[config.mk]
export PLATFORM = sky130hd
export DESIGN_NAME = x4_word_align_8b10b_flat
export DESIGN_NICKNAME = d
export VERILOG_FILES = /design/src/rtl/x4_word_align_8b10b_pkg.sv /design/src/rtl/x4_word_align_8b10b_if.sv /design/src/rtl/x4_word_align_8b10b_comma_detect_x40.sv /design/src/rtl/x4_word_align_8b10b.sv /design/src/flat_wrapper.sv
export SDC_FILE = /design/constraint.sdc
export NUM_CORES = 1
export LEC_CHECK = 0
export ABC_AREA = 1
export CAP_MARGIN = 20
export CORE_ASPECT_RATIO = 1.5
export CORE_MARGIN = 5
export CORE_UTILIZATION = 60
export DETAILED_ROUTE_END_ITERATION = 7
export GPL_TIMING_DRIVEN = 0
export PLACE_DENSITY = 0.84
export SLEW_MARGIN = 20
export SYNTH_ARGS = -nofsm -noshare
export SYNTH_HDL_FRONTEND = slang
export SYNTH_SLANG_ARGS = --single-unit
[constraint.sdc]
create_clock -name clk -period 9.3 [get_ports clk]
set_input_delay 0.93 -clock clk [delete_from_list [all_inputs] [get_ports clk]]
set_output_delay 0.93 -clock clk [all_outputs]
set_load 0.02 [all_outputs]
[src/rtl/x4_word_align_8b10b_pkg.sv]
// Shared constants, state encoding and small helpers for the x4 8b10b word aligner.
// Latency: none (declarations only).
// Backpressure: none (declarations only).
package x4_align_8b10b_pkg;

    localparam int SYM_W   = 10;
    localparam int LANES   = 4;
    localparam int WORD_W  = SYM_W * LANES;
    localparam int WIN_W   = 2 * WORD_W;
    localparam int OFF_W   = 6;
    localparam int COMMA_W = 7;

    // Lowest window bit that can belong to a candidate starting at position 39.
    localparam int WIN_LO  = WORD_W - COMMA_W + 1;

    localparam logic [COMMA_W-1:0] COMMA_POS = 7'b0011111;
    localparam logic [COMMA_W-1:0] COMMA_NEG = 7'b1100000;

    typedef enum logic [1:0] {
        SEARCH = 2'd0,
        VERIFY = 2'd1,
        LOCKED = 2'd2
    } align_state_e;

    function automatic logic is_comma7(input logic [COMMA_W-1:0] bits);
        return (bits == COMMA_POS) || (bits == COMMA_NEG);
    endfunction

    // Symbol phase of a bit position (0..39 -> 0..9).
    function automatic logic [3:0] mod10(input logic [OFF_W-1:0] v);
        logic [OFF_W-1:0] r;
        r = v % OFF_W'(10);
        return r[3:0];
    endfunction

endpackage

[src/rtl/x4_word_align_8b10b_if.sv]
// Raw-word input, decoder feedback and aligned-word output of the x4 aligner.
// Latency: none (wiring only).
// Backpressure: none; the stream is free-running, one word per clock.
interface x4_word_align_8b10b_if;
    import x4_align_8b10b_pkg::*;

    logic [WORD_W-1:0] din_dat;
    logic [LANES-1:0]  code_err;
    logic [WORD_W-1:0] dout_dat;
    logic [LANES-1:0]  dout_comma;
    logic              dout_lock;
    logic [OFF_W-1:0]  dout_offset;

    // Upstream deserializer / decoder side.
    modport master (
        output din_dat,
        output code_err,
        input  dout_dat,
        input  dout_comma,
        input  dout_lock,
        input  dout_offset
    );

    // Aligner side.
    modport slave (
        input  din_dat,
        input  code_err,
        output dout_dat,
        output dout_comma,
        output dout_lock,
        output dout_offset
    );

endinterface

[src/rtl/x4_word_align_8b10b_comma_detect_x40.sv]
// Flags a 7-bit comma at each of the 40 candidate start positions and finds the lowest one.
// Latency: combinational.
// Backpressure: none.
module comma_detect_x40
    import x4_align_8b10b_pkg::*;
(
    // Only bits 79..34 of the 80-bit window can be covered by a candidate
    // that starts at positions 0..39, so the lower bits are not brought in.
    input  logic [WIN_W-1:WIN_LO] win_i,
    output logic [WORD_W-1:0]     hit_o,
    output logic [OFF_W-1:0]      first_o,
    output logic                  any_o
);

    logic [WORD_W-1:0] hit;

    // Position p starts at window bit 79-p; each start bit is tested once.
    always_comb begin
        hit = '0;
        for (int p = 0; p < WORD_W; p++) begin
            hit[p] = is_comma7(win_i[WIN_W-1-p -: COMMA_W]);
        end
    end

    // Priority pick of the earliest-on-the-wire comma (lowest position).
    always_comb begin
        first_o = '0;
        any_o   = 1'b0;
        for (int p = WORD_W - 1; p >= 0; p--) begin
            if (hit[p]) begin
                first_o = OFF_W'(p);
                any_o   = 1'b1;
            end
        end
    end

    assign hit_o = hit;

endmodule

[src/rtl/x4_word_align_8b10b.sv]
// Finds the 8b10b comma in a 40-bit raw stream, verifies and holds lock, emits aligned words.
// Latency: 2 cycles din_dat -> dout_dat (previous-word register + output register).
// Backpressure: none; one word in and one word out every clock, code_err only counted when locked.
module x4_word_align_8b10b
    import x4_align_8b10b_pkg::*;
#(
    parameter int LOCK_CNT   = 4,
    parameter int LOSS_CNT   = 4,
    parameter int GOOD_CNT   = 16,
    parameter int WORD_ALIGN = 1
) (
    input  logic                    clk,
    input  logic                    rst,
    x4_word_align_8b10b_if.slave    bus
);

    localparam int CNT_W  = $clog2(LOCK_CNT + 1);
    localparam int ERR_W  = $clog2(LOSS_CNT + 1);
    localparam int GOOD_W = $clog2(GOOD_CNT + 1);

    // Counters are compared against the value one below their target before
    // incrementing, so they never need to hold more than the target itself.
    localparam logic [CNT_W-1:0]  LOCK_LAST = CNT_W'(LOCK_CNT - 1);
    localparam logic [ERR_W-1:0]  LOSS_LAST = ERR_W'(LOSS_CNT - 1);
    localparam logic [GOOD_W-1:0] GOOD_LAST = GOOD_W'(GOOD_CNT - 1);

    align_state_e      state_q, state_d;
    logic [OFF_W-1:0]  off_q, off_d;
    logic [CNT_W-1:0]  cnt_q, cnt_d;
    logic [ERR_W-1:0]  err_q, err_d;
    logic [GOOD_W-1:0] good_q, good_d;

    logic [WORD_W-1:0] prev_q;
    logic [WORD_W-1:0] dout_dat_q;
    logic [LANES-1:0]  dout_comma_q;
    logic              dout_lock_q;
    logic [OFF_W-1:0]  dout_offset_q;

    logic [WIN_W-1:0]  win;
    logic [WORD_W-1:0] hit;
    logic [OFF_W-1:0]  first_pos;
    logic              any_hit;
    logic [3:0]        off_phase;
    logic [WORD_W-1:0] phase_mask;
    logic              aligned_any;
    logic              mis_any;
    logic              bad_cycle;
    logic [6:0]        shamt;
    logic [WORD_W-1:0] algn;
    logic [LANES-1:0]  algn_comma;

    // Window: previous word is earlier on the wire, so it sits on top.
    assign win = {prev_q, bus.din_dat};

    comma_detect_x40 u_det (
        .win_i   (win[WIN_W-1:WIN_LO]),
        .hit_o   (hit),
        .first_o (first_pos),
        .any_o   (any_hit)
    );

    // Positions sharing the symbol phase of the held offset count as aligned.
    assign off_phase = mod10(off_q);

    // Build the aligned-phase mask for all 40 candidate positions.
    always_comb begin
        phase_mask = '0;
        for (int p = 0; p < WORD_W; p++) begin
            phase_mask[p] = (mod10(OFF_W'(p)) == off_phase);
        end
    end

    assign aligned_any = |(hit & phase_mask);
    assign mis_any     = |(hit & ~phase_mask);
    assign bad_cycle   = mis_any || (|bus.code_err);

    // Offset k selects w[79-k -: 40]; offset 0 passes the previous word through.
    assign shamt = 7'(WORD_W) - {1'b0, off_q};
    assign algn  = WORD_W'(win >> shamt);

    // Lane j of the aligned word carries a comma in its top 7 bits.
    always_comb begin
        algn_comma = '0;
        for (int j = 0; j < LANES; j++) begin
            algn_comma[j] = is_comma7(algn[SYM_W*j + SYM_W - 1 -: COMMA_W]);
        end
    end

    // Lock FSM: acquire offset in SEARCH, confirm in VERIFY, track errors in LOCKED.
    always_comb begin
        state_d = state_q;
        off_d   = off_q;
        cnt_d   = cnt_q;
        err_d   = err_q;
        good_d  = good_q;
        unique case (state_q)
            SEARCH: begin
                if (any_hit) begin
                    if (WORD_ALIGN != 0) begin
                        off_d = first_pos;
                    end else begin
                        off_d = {2'b00, mod10(first_pos)};
                    end
                    cnt_d = CNT_W'(1);
                    if (LOCK_CNT == 1) begin
                        state_d = LOCKED;
                        err_d   = '0;
                        good_d  = '0;
                    end else begin
                        state_d = VERIFY;
                    end
                end
            end
            VERIFY: begin
                // A comma at the wrong phase outranks any aligned one.
                if (mis_any) begin
                    state_d = SEARCH;
                    cnt_d   = '0;
                end else if (aligned_any) begin
                    cnt_d = cnt_q + CNT_W'(1);
                    if (cnt_q == LOCK_LAST) begin
                        state_d = LOCKED;
                        err_d   = '0;
                        good_d  = '0;
                    end
                end
            end
            LOCKED: begin
                if (bad_cycle) begin
                    good_d = '0;
                    if (err_q == LOSS_LAST) begin
                        state_d = SEARCH;
                        cnt_d   = '0;
                        err_d   = '0;
                    end else begin
                        err_d = err_q + ERR_W'(1);
                    end
                end else if (good_q == GOOD_LAST) begin
                    // A full run of good cycles forgives one earlier error.
                    good_d = '0;
                    if (err_q != '0) begin
                        err_d = err_q - ERR_W'(1);
                    end
                end else begin
                    good_d = good_q + GOOD_W'(1);
                end
            end
            default: begin
                state_d = SEARCH;
                cnt_d   = '0;
                err_d   = '0;
                good_d  = '0;
            end
        endcase
    end

    // FSM state, held offset and lock counters.
    always_ff @(posedge clk) begin
        if (rst) begin
            state_q <= SEARCH;
            off_q   <= '0;
            cnt_q   <= '0;
            err_q   <= '0;
            good_q  <= '0;
        end else begin
            state_q <= state_d;
            off_q   <= off_d;
            cnt_q   <= cnt_d;
            err_q   <= err_d;
            good_q  <= good_d;
        end
    end

    // Previous-word register and registered outputs built from this cycle's window.
    always_ff @(posedge clk) begin
        if (rst) begin
            prev_q        <= '0;
            dout_dat_q    <= '0;
            dout_comma_q  <= '0;
            dout_lock_q   <= 1'b0;
            dout_offset_q <= '0;
        end else begin
            prev_q        <= bus.din_dat;
            dout_dat_q    <= algn;
            dout_comma_q  <= algn_comma;
            dout_lock_q   <= (state_d == LOCKED);
            dout_offset_q <= off_q;
        end
    end

    assign bus.dout_dat    = dout_dat_q;
    assign bus.dout_comma  = dout_comma_q;
    assign bus.dout_lock   = dout_lock_q;
    assign bus.dout_offset = dout_offset_q;

endmodule
[src/flat_wrapper.sv]
// flat-port wrapper written by rule: the top's interface ports become plain ports
module x4_word_align_8b10b_flat import x4_align_8b10b_pkg::*;
#(
    parameter int LOCK_CNT   = 4,
    parameter int LOSS_CNT   = 4,
    parameter int GOOD_CNT   = 16,
    parameter int WORD_ALIGN = 1
)
  (clk, rst, bus_din_dat, bus_code_err, bus_dout_dat, bus_dout_comma, bus_dout_lock, bus_dout_offset);
  x4_word_align_8b10b_if bus_i ();
  input  logic clk;
  input  logic rst;
  input wire logic [$bits(bus_i.din_dat)-1:0] bus_din_dat;
  input wire logic [$bits(bus_i.code_err)-1:0] bus_code_err;
  output wire logic [$bits(bus_i.dout_dat)-1:0] bus_dout_dat;
  output wire logic [$bits(bus_i.dout_comma)-1:0] bus_dout_comma;
  output wire logic [$bits(bus_i.dout_lock)-1:0] bus_dout_lock;
  output wire logic [$bits(bus_i.dout_offset)-1:0] bus_dout_offset;
  assign bus_i.din_dat = bus_din_dat;
  assign bus_i.code_err = bus_code_err;
  assign bus_dout_dat = bus_i.dout_dat;
  assign bus_dout_comma = bus_i.dout_comma;
  assign bus_dout_lock = bus_i.dout_lock;
  assign bus_dout_offset = bus_i.dout_offset;
  x4_word_align_8b10b #(.LOCK_CNT(LOCK_CNT), .LOSS_CNT(LOSS_CNT), .GOOD_CNT(GOOD_CNT), .WORD_ALIGN(WORD_ALIGN)) u_core (.clk(clk), .rst(rst), .bus(bus_i));
endmodule
After elaboration in Yosys (flattened, before gate mapping)
Cells that the tools add are included.
{"block": "op_classes", "add_sub_neg": 5, "div": 1, "n_eq_ne": 112, "n_shift": 1, "n_mux": 107, "bitwise": 4, "n_reduce_logical": 55}
{"cell": "$eq 7x5->1 const B", "count": 44}
{"cell": "$eq 7x7->1 const B", "count": 44}
{"cell": "$mux 6", "count": 40}
{"cell": "$and 40x40->40", "count": 2}
{"cell": "$reduce_or 40->1", "count": 2}
{"cell": "$shr 80x7->40", "count": 1}
{"cell": "$logic_or 1x1->1", "count": 45}
{"cell": "$mux 1", "count": 40}
{"cell": "$not 40->40", "count": 1}
{"cell": "$mux 3", "count": 12}
{"cell": "$mux 5", "count": 5}
{"cell": "$pmux 3 s3", "count": 2}
{"cell": "$eq 3x4->1 const A", "count": 4}
{"cell": "$pmux 5 s3", "count": 1}
{"cell": "$mux 2", "count": 6}
{"cell": "$ne 2x1->1 const B", "count": 5}
{"cell": "$ne 3x1->1 const B", "count": 3}
{"cell": "$eq 2x4->1 const A", "count": 2}
{"cell": "$eq 4x4->1 const A", "count": 2}
{"cell": "$reduce_and 4->1", "count": 2}
{"cell": "$sub 6x6->7 const A", "count": 1}
{"cell": "$add 3x1->3 const B", "count": 2}
{"cell": "$eq 3x2->1 const B", "count": 2}
{"cell": "$mod 6x4->6 const B", "count": 1}
{"cell": "15 further kinds", "count": 16}
{"block": "word_totals", "register_bits": 110, "in_bits": 46, "out_inout_bits": 51, "wordCells": 295}

Longest topological paths before layout
Gate-level depths: netlist (run 1).
{"block": "depth", "ltp_word": 45, "depth_mapped": 42, "mapped_depth_nobuf": 42}

By module
A second synthesis (run 1) with hierarchy kept.
{"block": "unflattened", "cells_unflattened": 2018, "area_unflattened_um2": 11080.6}
{"module": "x4_word_align_8b10b", "instances": 1, "cells_per_inst": 1589, "area_per_inst_um2": 9192.6, "seq_area_each_um2": 2202.1}
{"module": "comma_detect_x40", "instances": 1, "cells_per_inst": 429, "area_per_inst_um2": 1888.1, "seq_area_each_um2": 0.0}

Least setup slack after synthesis (run 1)
OpenSTA, ideal clock, no wires.
{"block": "synth_path", "path_type": "register -> register", "start": "register u_core.off_q[3]", "end": "register u_core.cnt_q[2]", "t_arrival_ns": 3.298, "required_ns": 9.172, "slack_ns": 5.875, "stages_incl_launch_ff": 26, "n_path_buf": 0, "cell_sequence": "dfxtp_1 inv_2 ha_1 o21ai_2 nand2_2 nand2_1 nand2_2 nand2_1 inv_1 ha_1 inv_1 nand2_2 xnor2_2 nand2_4 nor2_1 inv_1 a21oi_1 o2111ai_1 nor2_1 nand3_4 nor2_8 o21ai_2 nand3_2 nand2_1 o21ai_0 nor2_1"}
{"block": "synth_between", "elab_chain_len": 8, "word_cells_on_any_way": 22}
{"element": "from (decl)", "line": "x4_word_align_8b10b.sv:28", "rtl": "logic [OFF_W-1:0] off_q, off_d;"}
{"element": "from (signal assigned)", "line": "x4_word_align_8b10b.sv:161", "rtl": "off_q <= '0;"}
{"element": "from (signal assigned)", "line": "x4_word_align_8b10b.sv:167", "rtl": "off_q <= off_d;"}
{"element": "$mod 6x4->6 *", "line": "x4_word_align_8b10b_pkg.sv:32", "rtl": "r = v % OFF_W'(10);"}
{"element": "$eq 1x4->1, or another cell as far along", "line": "x4_word_align_8b10b.sv:69", "rtl": "phase_mask[p] = (mod10(OFF_W'(p)) == off_phase);"}
{"element": "$not 40->40", "line": "x4_word_align_8b10b.sv:74", "rtl": "assign mis_any = |(hit & ~phase_mask);"}
{"element": "$and 40x40->40", "line": "x4_word_align_8b10b.sv:74"}
{"element": "$reduce_or 40->1", "line": "x4_word_align_8b10b.sv:74"}
{"element": "$logic_or 1x1->1", "line": "x4_word_align_8b10b.sv:75", "rtl": "assign bad_cycle = mis_any || (|bus.code_err);"}
{"element": "$ne 2x1->1 (no source line)"}
{"element": "$reduce_and 4->1 (no source line)"}
{"element": "to (signal assigned)", "line": "x4_word_align_8b10b.sv:168", "rtl": "cnt_q <= cnt_d;"}
{"element": "to (decl)", "line": "x4_word_align_8b10b.sv:29", "rtl": "logic [CNT_W-1:0] cnt_q, cnt_d;"}
Mark *: on every way between the ends. The rest lies on a longest branch, timed or not.
A chain may end at the register's enable or synchronous reset.

Worst setup path after layout (run 1)
{"block": "layout_path", "start": "register u_core.off_q[0]", "end": "register u_core.dout_comma_q[0] (netlist: u_core.bus.dout_comma[0])"}
{"block": "layout_between", "elab_chain_len": 4, "word_cells_on_any_way": 5}
{"element": "$sub 6x6->7 *", "line": "x4_word_align_8b10b.sv:78", "rtl": "assign shamt = 7'(WORD_W) - {1'b0, off_q};"}
{"element": "$shr 80x7->40 *", "line": "x4_word_align_8b10b.sv:79", "rtl": "assign algn = WORD_W'(win >> shamt);"}
{"element": "$eq 7x5->1 / $eq 7x7->1 (equally long branches)", "line": "x4_word_align_8b10b_pkg.sv:26", "rtl": "return (bits == COMMA_POS) || (bits == COMMA_NEG);"}
{"element": "$logic_or 1x1->1 *", "line": "x4_word_align_8b10b_pkg.sv:26"}
{"element": "to (signal assigned)", "line": "x4_word_align_8b10b.sv:185", "rtl": "dout_comma_q <= algn_comma;"}
{"element": "to (decl)", "line": "x4_word_align_8b10b.sv:35", "rtl": "logic [LANES-1:0] dout_comma_q;"}
Marked as above.

==> flow_summary.ini, run 1 <==
[worst_setup_path]
crit_path_start_kind = flop
crit_end = u_core.bus.dout_comma[0]
cp.arrival_ps = 5900
cp_max_fo = 11
r2r_end = u_core.bus.dout_comma[0]
cp_cell_sequence = inv_1, clkbuf_1, ha_1, clkinv_1, clkbuf_1, clkbuf_1, mux2i_1, o21ai_0, o21ai_0, o221ai_1, o211ai_1, o21ai_0, nor4_1, nand4_1, o41ai_1
slowest_stage = o21ai_0
rr_startpoint = u_core.off_q[0]
cp-startpoint = u_core.off_q[0]
rrSetupSlack_ps = 3640
endpoint_kind = flop
rr_worst_depth = 15
criticalPathCategory = flop to flop
max_stage_delay_ps = 660
worst_ep_required_time_ps = 9540

[floorplan]
io_pins = 97
die_h_um = 173
rows = 59
dieArea_um2 = 20500
initial_core_util_pct = 61.1
core_area_um2 = 17300
die_x_um = 119

[synth]
yosysMostFrequentCell = nand2_1
yosysTopAreaCell = dfxtp_1
syn_area_um2 = 10600
ys_seq_area_share_pct = 20.8
synth_nets = 1877
netlist_instances = 1819
synth_warnings = 0
synth_cell_types = 52
synth_top_area_share_pct = 20.8
synth-edff-count = 0
async_flop_share_pct = 0
ys_seq_elements = 110
avgSynthCellArea_um2 = 5.83
synth_common_cells = nand2_1 (426), nor2_1 (235), o21ai_0 (233), inv_1 (223), dfxtp_1 (110)
ys_top_cells_by_area = dfxtp_1 (21%), nand2_1 (15%), o21ai_0 (11%), mux2i_1 (9.2%), nor2_1 (8.3%)
synthFlopType = dfxtp_1

[clock_tree]
h-tree-depth = 3
cts_tree = done
insertion_delay_ps = 360
clock_sinks = 110
postCtsResizedCells = 0
cts_buffers = 9
cts-hold-fix-buffers = 0
clock-root-buffer = clkbuf_16
cts_setup_buffers = 0
clk_pin_slew_ps = 80
clk_path_buf_depth = 2

[routing]
first_pass_iters = 8
wl_um = 46300
wire_per_inst_um = 21.6
drc = 37
num_vias = 13800
drt_iter0_drc = 2027
postRouteAntennaNets = 0
viasPerCell = 6.44

[pwr]
p_leak_nw = 5.70
combinationalPowerShare_pct = 70.4
ir_drop_mv = 0.246
internal-power_mw = 1.57
powerDensity_nw_per_um2 = 292
p_clk_share_pct = 12.5
switching_share_pct = 55.7
total_power_mw = 3.55
pwr-share-seq_pct = 17.1
p_switching_mw = 1.98

[cells_and_area]
fill_cells = 1605
ff_latch_area_um2 = 2200
nNetsFinal = 1983
utilization_pct = 70.1
synthToLayoutAreaGrowth_pct = 14.7
multi_input_area_um2 = 7120
diodes = 0
layout-drive-gt1-share_pct = 3.52

[timing]
tightest_slew_ps = 1010
fmax_mhz = 177
postLayoutSetupSlackWorst_ps = 3640
rsz0062_at_grt = false
setup_violations = 0
slew_headroom_pct = 32.1
setup-tns-final_ps = 0
min_period_over_period_pct = 60.8
timing_hold_violations_final = 0
slew_viol_final = 0
skew_ps = 11.9
finalCriticalPeriod_ps = 5660

[global_route]
grt_pass1_wl_um = 70100
grt_max_degree = 21
gr-total-overflow = 0
antenna_found_initial = 0
grt_pass1_vias = 12800
grt_use_total_pct = 43.0

[placement]
routabilityCongestion = 1.24
place_hpwl_um = 36200
io_buffers = 95
pre_cts_slack_ps = 4430

[run_status]
violations = design-rule violations
status = finished, violations left

[run]
cap_violations = 0

[hold_path]
hold_path.class = flop to flop
==> power by group through the flow <==
stage | clock network, mW | registers [mW] | logic [mW]
2_1_floorplan | 0 | 0.698 | 1.47
3_3_place_gp | 0 | 0.613 | 2.30
3_5_place_dp | 0 | 0.616 | 2.32
4_1_cts | 0.437 | 0.606 | 2.34
5_1_grt | 0.457 | 0.617 | 2.64
6_report | 0.443 | 0.608 | 2.50
==> final cells by class <==
class	instances	share of cell area, %
buffer	108	3.43
clock buffer	9	1.85
clock inverter	7	0.916
inverter	230	7.10
multi-input combinational	1371	58.6
sequential	110	18.1
tap	213	2.19
timing repair buffer	95	7.82
==> critical path: cells and delay by family, from the launching register on <==
| family | cells | cell delay [ps] |
|---|---|---|
| AND/OR/NAND/NOR | 2 | 470 |
| AO/OA/AOI/OAI | 6 | 1580 |
| multiplexers | 1 | 350 |
| adder cells (fa/ha/maj) | 1 | 520 |
| buffers and inverters | 5 | 2010 |
| flip-flops | 1 | 610 |
==> kinds of logic (layout without fill, tap and decap cells) <==
| logic type | Yosys count | in the layout | synth area share [%] |
|---|---|---|---|
| AND/OR/NAND/NOR | 839 | 839 | 33.4 |
| AO/OA/AOI/OAI | 413 | 413 | 22.2 |
| buffers and inverters | 338 | 449 | 12.1 |
| flip-flops | 110 | 110 | 20.8 |
| multiplexers | 98 | 98 | 9.25 |
| adder cells (fa/ha/maj) | 12 | 12 | 1.42 |
| XOR/XNOR | 9 | 9 | 0.885 |
==> per-layer routing <==
metal  routed length [µm]  global-route usage (%)  up-vias
met4                 4880                    34.8        0
met2                21200                    70.9     1202
met5                    0                       0        -
met1                15200                    46.8     5998
li1                     -                       -     6222
met3                 4960                    9.18      388
==> worst min path at each step <==
stage	start	to	slack [ps]	depth (start not counted)
CTS	u_core.good_q[4]	u_core.good_q[4]	470	2
global placement	u_core.good_q[4]	u_core.good_q[4]	430	2
global route	u_core.good_q[4]	u_core.good_q[4]	480	2
finish	u_core.good_q[4]	u_core.good_q[4]	460	2
detailed placement	u_core.good_q[4]	u_core.good_q[4]	450	2
floorplan	u_core.good_q[4]	u_core.good_q[4]	420	2
==> placed cells by master, fill, tap and decap left out, types with 33 or more instances in the layout <==
| master | synthesis | layout |
|---|---|---|
| nand2_1 | 426 | 426 |
| nor2_1 | 235 | 235 |
| o21ai_0 | 233 | 233 |
| inv_1 | 223 | 223 |
| dfxtp_1 | 110 | 110 |
| mux2i_1 | 98 | 98 |
| clkdlybuf4s50_1 | 0 | 95 |
| clkbuf_1 | 93 | 93 |
| nand3_1 | 68 | 68 |
| a21oi_1 | 66 | 66 |
| nor4_1 | 33 | 33 |
==> flip-flops by register name (all words and copies together) (netlist names) <==
name	count
u_core.prev_q	40
u_core.off_q	6
u_core.good_q	5
u_core.state_q	2
u_core.bus.dout_dat	40
u_core.bus.dout_offset	6
u_core.err_q	3
u_core.cnt_q	3
u_core.bus.dout_lock	1
u_core.bus.dout_comma	4
==> through the flow <==
step	instances	instance area [µm²]	hold WS (ps)
after CTS	2143	12200	466
after floorplan	1819	10600	423
final	2143	12200	464
after global placement	2127	11800	434
after detailed placement	2127	11800	453
after global routing	2143	12200	482
No activity file was read; power rests on OpenSTA's default activity.
==> run 2: changes to the inputs <==
- clock period: 9.3 -> 5.4 ns (I/O delays scaled with it)
==> flow_summary.ini, run 2 (synthesis results as in run 1) <==
[clock_tree]
cts_tree = done
clk_pin_slew_ps = 80
clock_sinks = 110
cts-hold-fix-buffers = 0
insertion_delay_ps = 360
h-tree-depth = 3
clk_path_buf_depth = 2
cts_setup_buffers = 0
postCtsResizedCells = 0
clock-root-buffer = clkbuf_16
cts_buffers = 9

[global_route]
use_met2_pct = 70.9
busiest_layer = met2
gr-total-overflow = 0
grt_pass1_wl_um = 70100
grt_pass1_vias = 12800
grt_max_degree = 21
grtUsageMet1_pct = 46.8
grt_use_total_pct = 43.0
grt_use_met3_pct = 9.18
antenna_found_initial = 0

[timing]
skew_ps = 9.58
slew_viol_final = 0
fmax_mhz = 182
finalCriticalPeriod_ps = 5510
tightest_slew_ps = 1010
slew_headroom_pct = 32.0
postLayoutSetupSlackWorst_ps = -109
timing_hold_violations_final = 0
setup_violations = 2
min_period_over_period_pct = 102
rsz0062_at_grt = false

[floorplan]
initial_core_util_pct = 61.1
die_x_um = 119
dieArea_um2 = 20500
die_h_um = 173
io_pins = 97
rows = 59
core_area_um2 = 17300

[pwr]
total_power_mw = 6.12
p_leak_nw = 5.70
ir_drop_mv = 0.425
powerDensity_nw_per_um2 = 503

[cells_and_area]
layout-drive-gt1-share_pct = 3.63
multi_input_area_um2 = 7130
synthToLayoutAreaGrowth_pct = 14.7
diodes = 0
layout_common_cells = nand2_1 (426), nor2_1 (235), o21ai_0 (232), inv_1 (223), dfxtp_1 (110)
ff_latch_area_um2 = 2200
nNetsFinal = 1983
instances_no_fill = 2143
layout_commonest_cell = nand2_1
fill_cells = 1604

[routing]
viasPerCell = 6.41
wl_um = 46000
wire_per_inst_um = 21.5
drc = 6
first_pass_iters = 8
drt_iter0_drc = 2137
num_vias = 13700
postRouteAntennaNets = 0

[worst_setup_path]
cp_max_fo = 11
worst_ep_required_time_ps = 5640
cp_cell_sequence = inv_1, clkbuf_1, ha_1, clkinv_1, clkbuf_1, mux2i_1, nor2_1, o21ai_0, o221ai_1, o211ai_1, o21ai_0, nor4_1, nand4_1, o41ai_1
slowest_stage = mux2i_1
max_stage_delay_ps = 790
crit_path_start_kind = flop
criticalPathCategory = flop to flop
cp.arrival_ps = 5750
rr_worst_depth = 14
endpoint_kind = flop

[placement]
routabilityCongestion = 1.24
dp.cells = 2127
io_buffers = 95
pre_cts_slack_ps = 526
place_hpwl_um = 36200

[run_status]
status = finished, violations left
violations = design-rule violations, negative setup slack

[hold_path]
hold_path.class = flop to flop
holdPathStages = 2

[run]
cap_violations = 0
run 2: area by class of cell:
cell class | count | share of cell area (%)
inverters | 230 | 7.10
well taps | 213 | 2.19
clock inverters | 7 | 0.915
clock buffers | 9 | 1.85
repair buffers | 95 | 7.82
flip-flops and latches | 110 | 18.1
multi-input cells | 1371 | 58.6
plain buffers | 108 | 3.44
run 2: layer usage:
| layer | wire length (µm) | up-vias |
|---|---|---|
| met2 | 21100 | 1165 |
| met5 | 0 | - |
| li1 | - | 6218 |
| met4 | 4880 | 0 |
| met1 | 15000 | 5969 |
| met3 | 5020 | 385 |
run 2: through the flow:
stage               setup TNS (ps)  utilization, %  cell area (µm²)  hold WS, ps
finish                        -192            70.1            12200          468
floorplan                        0               -            10600          423
CTS                              0            70.1            12200          466
global placement                 0            68.2            11800          434
global route                     0            70.1            12200          482
detailed placement               0            68.2            11800          453
run 2: worst paths after layout:
| check | slack, ps | startpoint | to |
|---|---|---|---|
| hold reg to reg | 470 | u_core.good_q[4] | u_core.good_q[4] |
| setup / recovery | -110 | u_core.off_q[0] | u_core.bus.dout_comma[0] |
| hold / removal | 470 | u_core.good_q[4] | u_core.good_q[4] |
| setup reg to reg | -110 | u_core.off_q[0] | u_core.bus.dout_comma[0] |
run 2: report_power, final:
| part | internal [mW] | switching (mW) |
|---|---|---|
| combinational | 1.32 | 2.99 |
| sequential | 0.974 | 0.0724 |
| clock | 0.418 | 0.348 |
run 2: worst max-delay path, delay by kind of cell (launching register included):
family | cells | cell delay (ps)
AO/OA/AOI/OAI | 5 | 1470
flip-flops | 1 | 620
adder cells (fa/ha/maj) | 1 | 540
multiplexers | 1 | 790
buffers and inverters | 4 | 1420
AND/OR/NAND/NOR | 3 | 530
